===== src/rtl/serial_add_seq.sv =====
// Bit-serial adder sequencer: one FA slice reused for WIDTH cycles, LSB-first.
// Optional subtract mode enabled by defining SERIAL_SUB_EN (adds port sub_in).

module fa_cell (
  input  logic a,
  input  logic b,
  input  logic ci,
  output logic s,
  output logic co
);
  assign s  = a ^ b ^ ci;
  assign co = (a & b) | (ci & (a ^ b));
endmodule

module serial_add_seq #(
  parameter  int WIDTH = 4,
  localparam int CNT_W = $clog2(WIDTH)
) (
  input  logic             clk,
  input  logic             rst,
  input  logic             in_valid,
  output logic             in_ready,
  input  logic [WIDTH-1:0] a_in,
  input  logic [WIDTH-1:0] b_in,
  input  logic             cin_in,
`ifdef SERIAL_SUB_EN
  input  logic             sub_in,
`endif
  output logic             out_valid,
  input  logic             out_ready,
  output logic [WIDTH-1:0] sum_out,
  output logic             cout_out,
  output logic             busy
);

  typedef enum logic [1:0] {
    IDLE = 2'd0,
    RUN  = 2'd1,
    DONE = 2'd2
  } state_t;

  state_t state, state_nxt;

  logic [WIDTH-1:0] a_sr;
  logic [WIDTH-1:0] b_sr;
  logic [WIDTH-1:0] sum_sr;
  logic             carry;
  logic [CNT_W-1:0] cnt;
  logic             fa_s;
  logic             fa_co;
  logic             accept;
  logic             last;
  logic [WIDTH-1:0] b_load;
  logic             c_load;

  fa_cell u_fa (
    .a  (a_sr[0]),
    .b  (b_sr[0]),
    .ci (carry),
    .s  (fa_s),
    .co (fa_co)
  );

  assign last = (cnt == CNT_W'(WIDTH - 1));

  // Operand B and carry as loaded at accept (inverted B + 1 for subtract)
`ifdef SERIAL_SUB_EN
  assign b_load = sub_in ? ~b_in : b_in;
  assign c_load = sub_in ? 1'b1 : cin_in;
`else
  assign b_load = b_in;
  assign c_load = cin_in;
`endif

  // State register
  always_ff @(posedge clk or posedge rst) begin
    if (rst) state <= IDLE;
    else     state <= state_nxt;
  end

  // Next-state and handshake outputs
  always_comb begin
    state_nxt = state;
    in_ready  = 1'b0;
    out_valid = 1'b0;
    busy      = 1'b0;
    accept    = 1'b0;
    unique case (state)
      IDLE: begin
        in_ready = 1'b1;
        accept   = in_valid;
        if (in_valid) state_nxt = RUN;
      end
      RUN: begin
        busy = 1'b1;
        if (last) state_nxt = DONE;
      end
      DONE: begin
        busy      = 1'b1;
        out_valid = 1'b1;
        if (out_ready) state_nxt = IDLE;
      end
      default: state_nxt = IDLE;
    endcase
  end

  // Operand capture and one serial add step per RUN cycle
  always_ff @(posedge clk or posedge rst) begin
    if (rst) begin
      a_sr   <= '0;
      b_sr   <= '0;
      sum_sr <= '0;
      carry  <= 1'b0;
      cnt    <= '0;
    end else if (accept) begin
      a_sr   <= a_in;
      b_sr   <= b_load;
      sum_sr <= '0;
      carry  <= c_load;
      cnt    <= '0;
    end else if (state == RUN) begin
      a_sr   <= a_sr >> 1;
      b_sr   <= b_sr >> 1;
      sum_sr <= {fa_s, sum_sr[WIDTH-1:1]};
      carry  <= fa_co;
      cnt    <= cnt + 1'b1;
    end
  end

  assign sum_out  = sum_sr;
  assign cout_out = carry;

endmodule


===== config.mk =====
export PLATFORM = sky130hd
export DESIGN_NAME = serial_add_seq
export DESIGN_NICKNAME = d
export VERILOG_FILES = /design/src/rtl/serial_add_seq.sv
export SDC_FILE = /design/constraint.sdc
export NUM_CORES = 1
export LEC_CHECK = 0
export CAP_MARGIN = 20
export CORE_ASPECT_RATIO = 0.8
export CORE_UTILIZATION = 47
export CTS_CLUSTER_DIAMETER = 200
export DETAILED_ROUTE_END_ITERATION = 12
export PLACE_DENSITY = 0.77
export SETUP_SLACK_MARGIN = 0.15
export SKIP_LAST_GASP = 1
export SYNTH_ARGS = -nofsm -noshare
export SYNTH_HDL_FRONTEND = slang
export SYNTH_HIERARCHICAL = 1
export SYNTH_SLANG_ARGS = --single-unit

===== constraint.sdc =====
create_clock -name clk -period 1.75 [get_ports clk]
set_clock_uncertainty 0.05 [all_clocks]
set_input_delay 0.4375 -clock clk [delete_from_list [all_inputs] [get_ports clk]]
set_output_delay 0.4375 -clock clk [all_outputs]
set_load 0.005 [all_outputs]

==> key figures <==
Yosys
  • Post-synthesis sequential area ratio: 0.496
  • Synth Register Bits: 17
  • Mapped Avg Cell Area: 11.0 µm²
  • Cells after synthesis: 78
  • Ys Warns: 6
  • Cell variety after synth: 17
  • Mapped Area: 857 µm²
  • Syn_nets: 98

STA
  • Fin crit period: 1.76 ns
  • Relative slew margins: 0.758
  • Final Max Slew Viols: 0
  • RSZ-0062 raised after global routing: yes
  • Final worst slack: -0.00792 ns
  • Hold WS: 0.393 ns
  • Pin slew with the least headroom to its limit: 0.362 ns
  • Fmax: 569 MHz
  • Tcrit/Tclk final: 1.00
  • Setup TNS: -0.0103 ns
  • Fin. Hold Viols: 0
  • Final Setup Violations: 2

Worst setup path
  • Critical path launch point: in_valid
  • R2R cell count: 6
  • R2R Path End: state[1]
  • Max Fanout on Critical Path: 2
  • Crit start category: primary input
  • Reg-to-reg slack, setup: 0 ns
  • Crit. End Element: register
  • CP endpoint: state[1]
  • Reg2reg start: state[0]
  • Kind of critical path: in2reg
  • Req. time, crit path: 1.88 ns
  • Arrival @ worst endpoint: 1.89 ns

Outcome
  • Status: finished with violations
  • Failing checks: setup timing

Drt
  • Metal-1 WL: 799 µm
  • Metal2 WL: 986 µm
  • Drt wl/cell: 13.9 µm
  • Antenna viol nets, final: 0
  • Via density: 4.91
  • Iteration-0 DRC Markers: 5
  • Pre-antenna DRT Iters: 5
  • Via count: 672
  • Max layer used: met4
  • Met3 wire len: 81 µm
  • Drt total wl: 1900 µm
  • DRC Markers: 0

Placed design
  • Routability cong.: 0.793
  • I/O Buffers: 20
  • Worst slack, placed: -0.213 ns
  • Dpl hpwl: 1030 µm

Clocking
  • CTS Buf Count: 3
  • H-tree lvl count: 1
  • Root buf cell: clkbuf_4
  • CTS tree: done
  • Clk_lat worst skew: 0.29 ns
  • Clock transition at path regs: 0.10 ns
  • Hold_buf cts: 0
  • # clock sinks: 17
  • Max clock buf depth: 2

Floorplanning
  • # rows: 13
  • # IOs: 21
  • Total core area: 0.00166 mm²
  • Die Area: 0.00200 mm²
  • Starting density of the core: 0.517
  • Chip width: 49.7 µm
  • Die height: 40.2 µm

Global route
  • GRT Util Overall: 0.211
  • Initial antenna violation count: 0
  • Vias in the first global route: 617
  • Grt ovf: 0
  • First-pass GRT wire length: 2940 µm
  • Largest net degree at the start of global routing: 25

Final layout
  • N_diodes: 0
  • Final Util: 0.768
  • Share of cells above drive strength 1: 0.278
  • Final nets: 136
  • Area delta synth->final: 48.8%
  • Filler cells: 118

Pwr
  • Clk network pwr share: 0.095
  • Sw Ratio: 0.356
  • Part of the power in registers: 0.314
  • Combinational power share: 0.590
  • Pwr dens: 1710 mW/mm²
  • Internal power: 1.41 mW
  • P_sw: 0.778 mW
  • Maximum VDD drop: 1.02 mV
  • Leakage: 0.622 nW

Flow run
  • Max-cap violations: 0

Hold path
  • Hold Path Class: in2async
-- metal layers --
layer,GRT usage,vias to the layer above
li1,-,332
met1,0.256,316
met2,0.368,19
met3,0.0795,5
met4,0.0429,0
met5,0,-
-- worst min path at each step --
stage                from         end  slack (ns)  cells after the start
6_report              rst    cout_out        0.39                      3
3_3_place_gp   sum_out[0]  sum_out[0]        0.46                      2
5_1_grt               rst    cout_out        0.39                      3
3_5_place_dp   sum_out[0]  sum_out[0]        0.46                      2
2_1_floorplan         rst     a_sr[0]        0.31                      1
4_1_cts               rst    cout_out        0.39                      3
-- per-stage QoR --
step / total power [mW] / std cells / cell area, µm²
2_1_floorplan: 1.29 / 78 / 857
3_3_place_gp: 1.60 / 120 / 1100
3_5_place_dp: 1.64 / 120 / 1100
4_1_cts: 2.07 / 136 / 1250
5_1_grt: 2.34 / 137 / 1270
6_report: 2.18 / 137 / 1270
-- power by group through the flow --
stage / combinational, mW / sequential, mW / clock, mW
6_report: 1.29 / 0.686 / 0.208
5_1_grt: 1.39 / 0.713 / 0.237
4_1_cts: 1.17 / 0.683 / 0.216
3_5_place_dp: 0.937 / 0.701 / 0
3_3_place_gp: 0.912 / 0.693 / 0
2_1_floorplan: 0.603 / 0.684 / 0
-- state kept, by name, indices dropped and copies added (netlist names) --
| register | cells |
|---|---|
| state | 2 |
| a_sr | 4 |
| cnt | 2 |
| b_sr | 4 |
| cout_out | 1 |
| sum_out | 4 |
-- cells in the mapped netlist, drive strengths merged --
library cell,number,area share
fa,1,0.023
nor2,6,0.026
nand2b,2,0.015
xnor2,1,0.010
and2,1,0.0073
dfrtp,17,0.50
nand2,9,0.039
o21ai,9,0.053
clkbuf,1,0.0044
buf,4,0.034
mux2,2,0.026
mux2i,12,0.14
a222oi,1,0.012
inv,6,0.026
ha,6,0.088
-- final cells by class --
| class | count | area [µm²] | share of cell area |
|---|---|---|---|
| flip-flops and latches | 17 | 425 | 0.334 |
| repair buffers | 38 | 350 | 0.275 |
| clock inverters | 1 | 5.00 | 0.00393 |
| clock buffers | 3 | 22.5 | 0.0177 |
| multi-input cells | 50 | 422 | 0.331 |
| inverters | 6 | 22.5 | 0.0177 |
| well taps | 22 | 27.5 | 0.0216 |
-- cells in the final DEF, fill, tap and decap left out --
master / count
a222oi_1: 1
and2_1: 1
buf_12: 1
buf_2: 1
buf_4: 14
buf_6: 5
clkbuf_4: 3
clkdlybuf4s50_1: 12
clkinv_2: 1
dfrtp_1: 17
dlygate4sd2_1: 5
fa_1: 1
ha_1: 3
ha_4: 3
inv_1: 4
inv_2: 2
mux2_4: 2
mux2i_1: 12
nand2_1: 9
nand2b_1: 2
nor2_1: 6
o21ai_0: 9
xnor2_1: 1
-- logic make-up after synthesis --
| logic type | after synthesis | synth area share |
|---|---|---|
| flops | 17 | 0.496 |
| fa+ha+maj | 7 | 0.111 |
| mux | 14 | 0.166 |
| simple gates | 18 | 0.0876 |
| xor+xnor | 1 | 0.0102 |
| buf+inv | 11 | 0.0642 |
| compound gates | 10 | 0.0642 |
-- worst max-delay path, cell delays in order --
cell             delay (ns)
clkdlybuf4s50_1        0.49
inv_1                  0.06
a222oi_1               0.40
buf_4                  0.20
mux2_4                 0.30
-- timing repair --
action / in CTS / in global routing
resized for setup: 30 / 2
setup endpoints to repair: 10 / 5
pin swaps: 3 / 0
hold endpoints to repair: 0 / 0
buffers inserted: 12 / 1
Note: power is estimated with default switching activity, not from simulation.
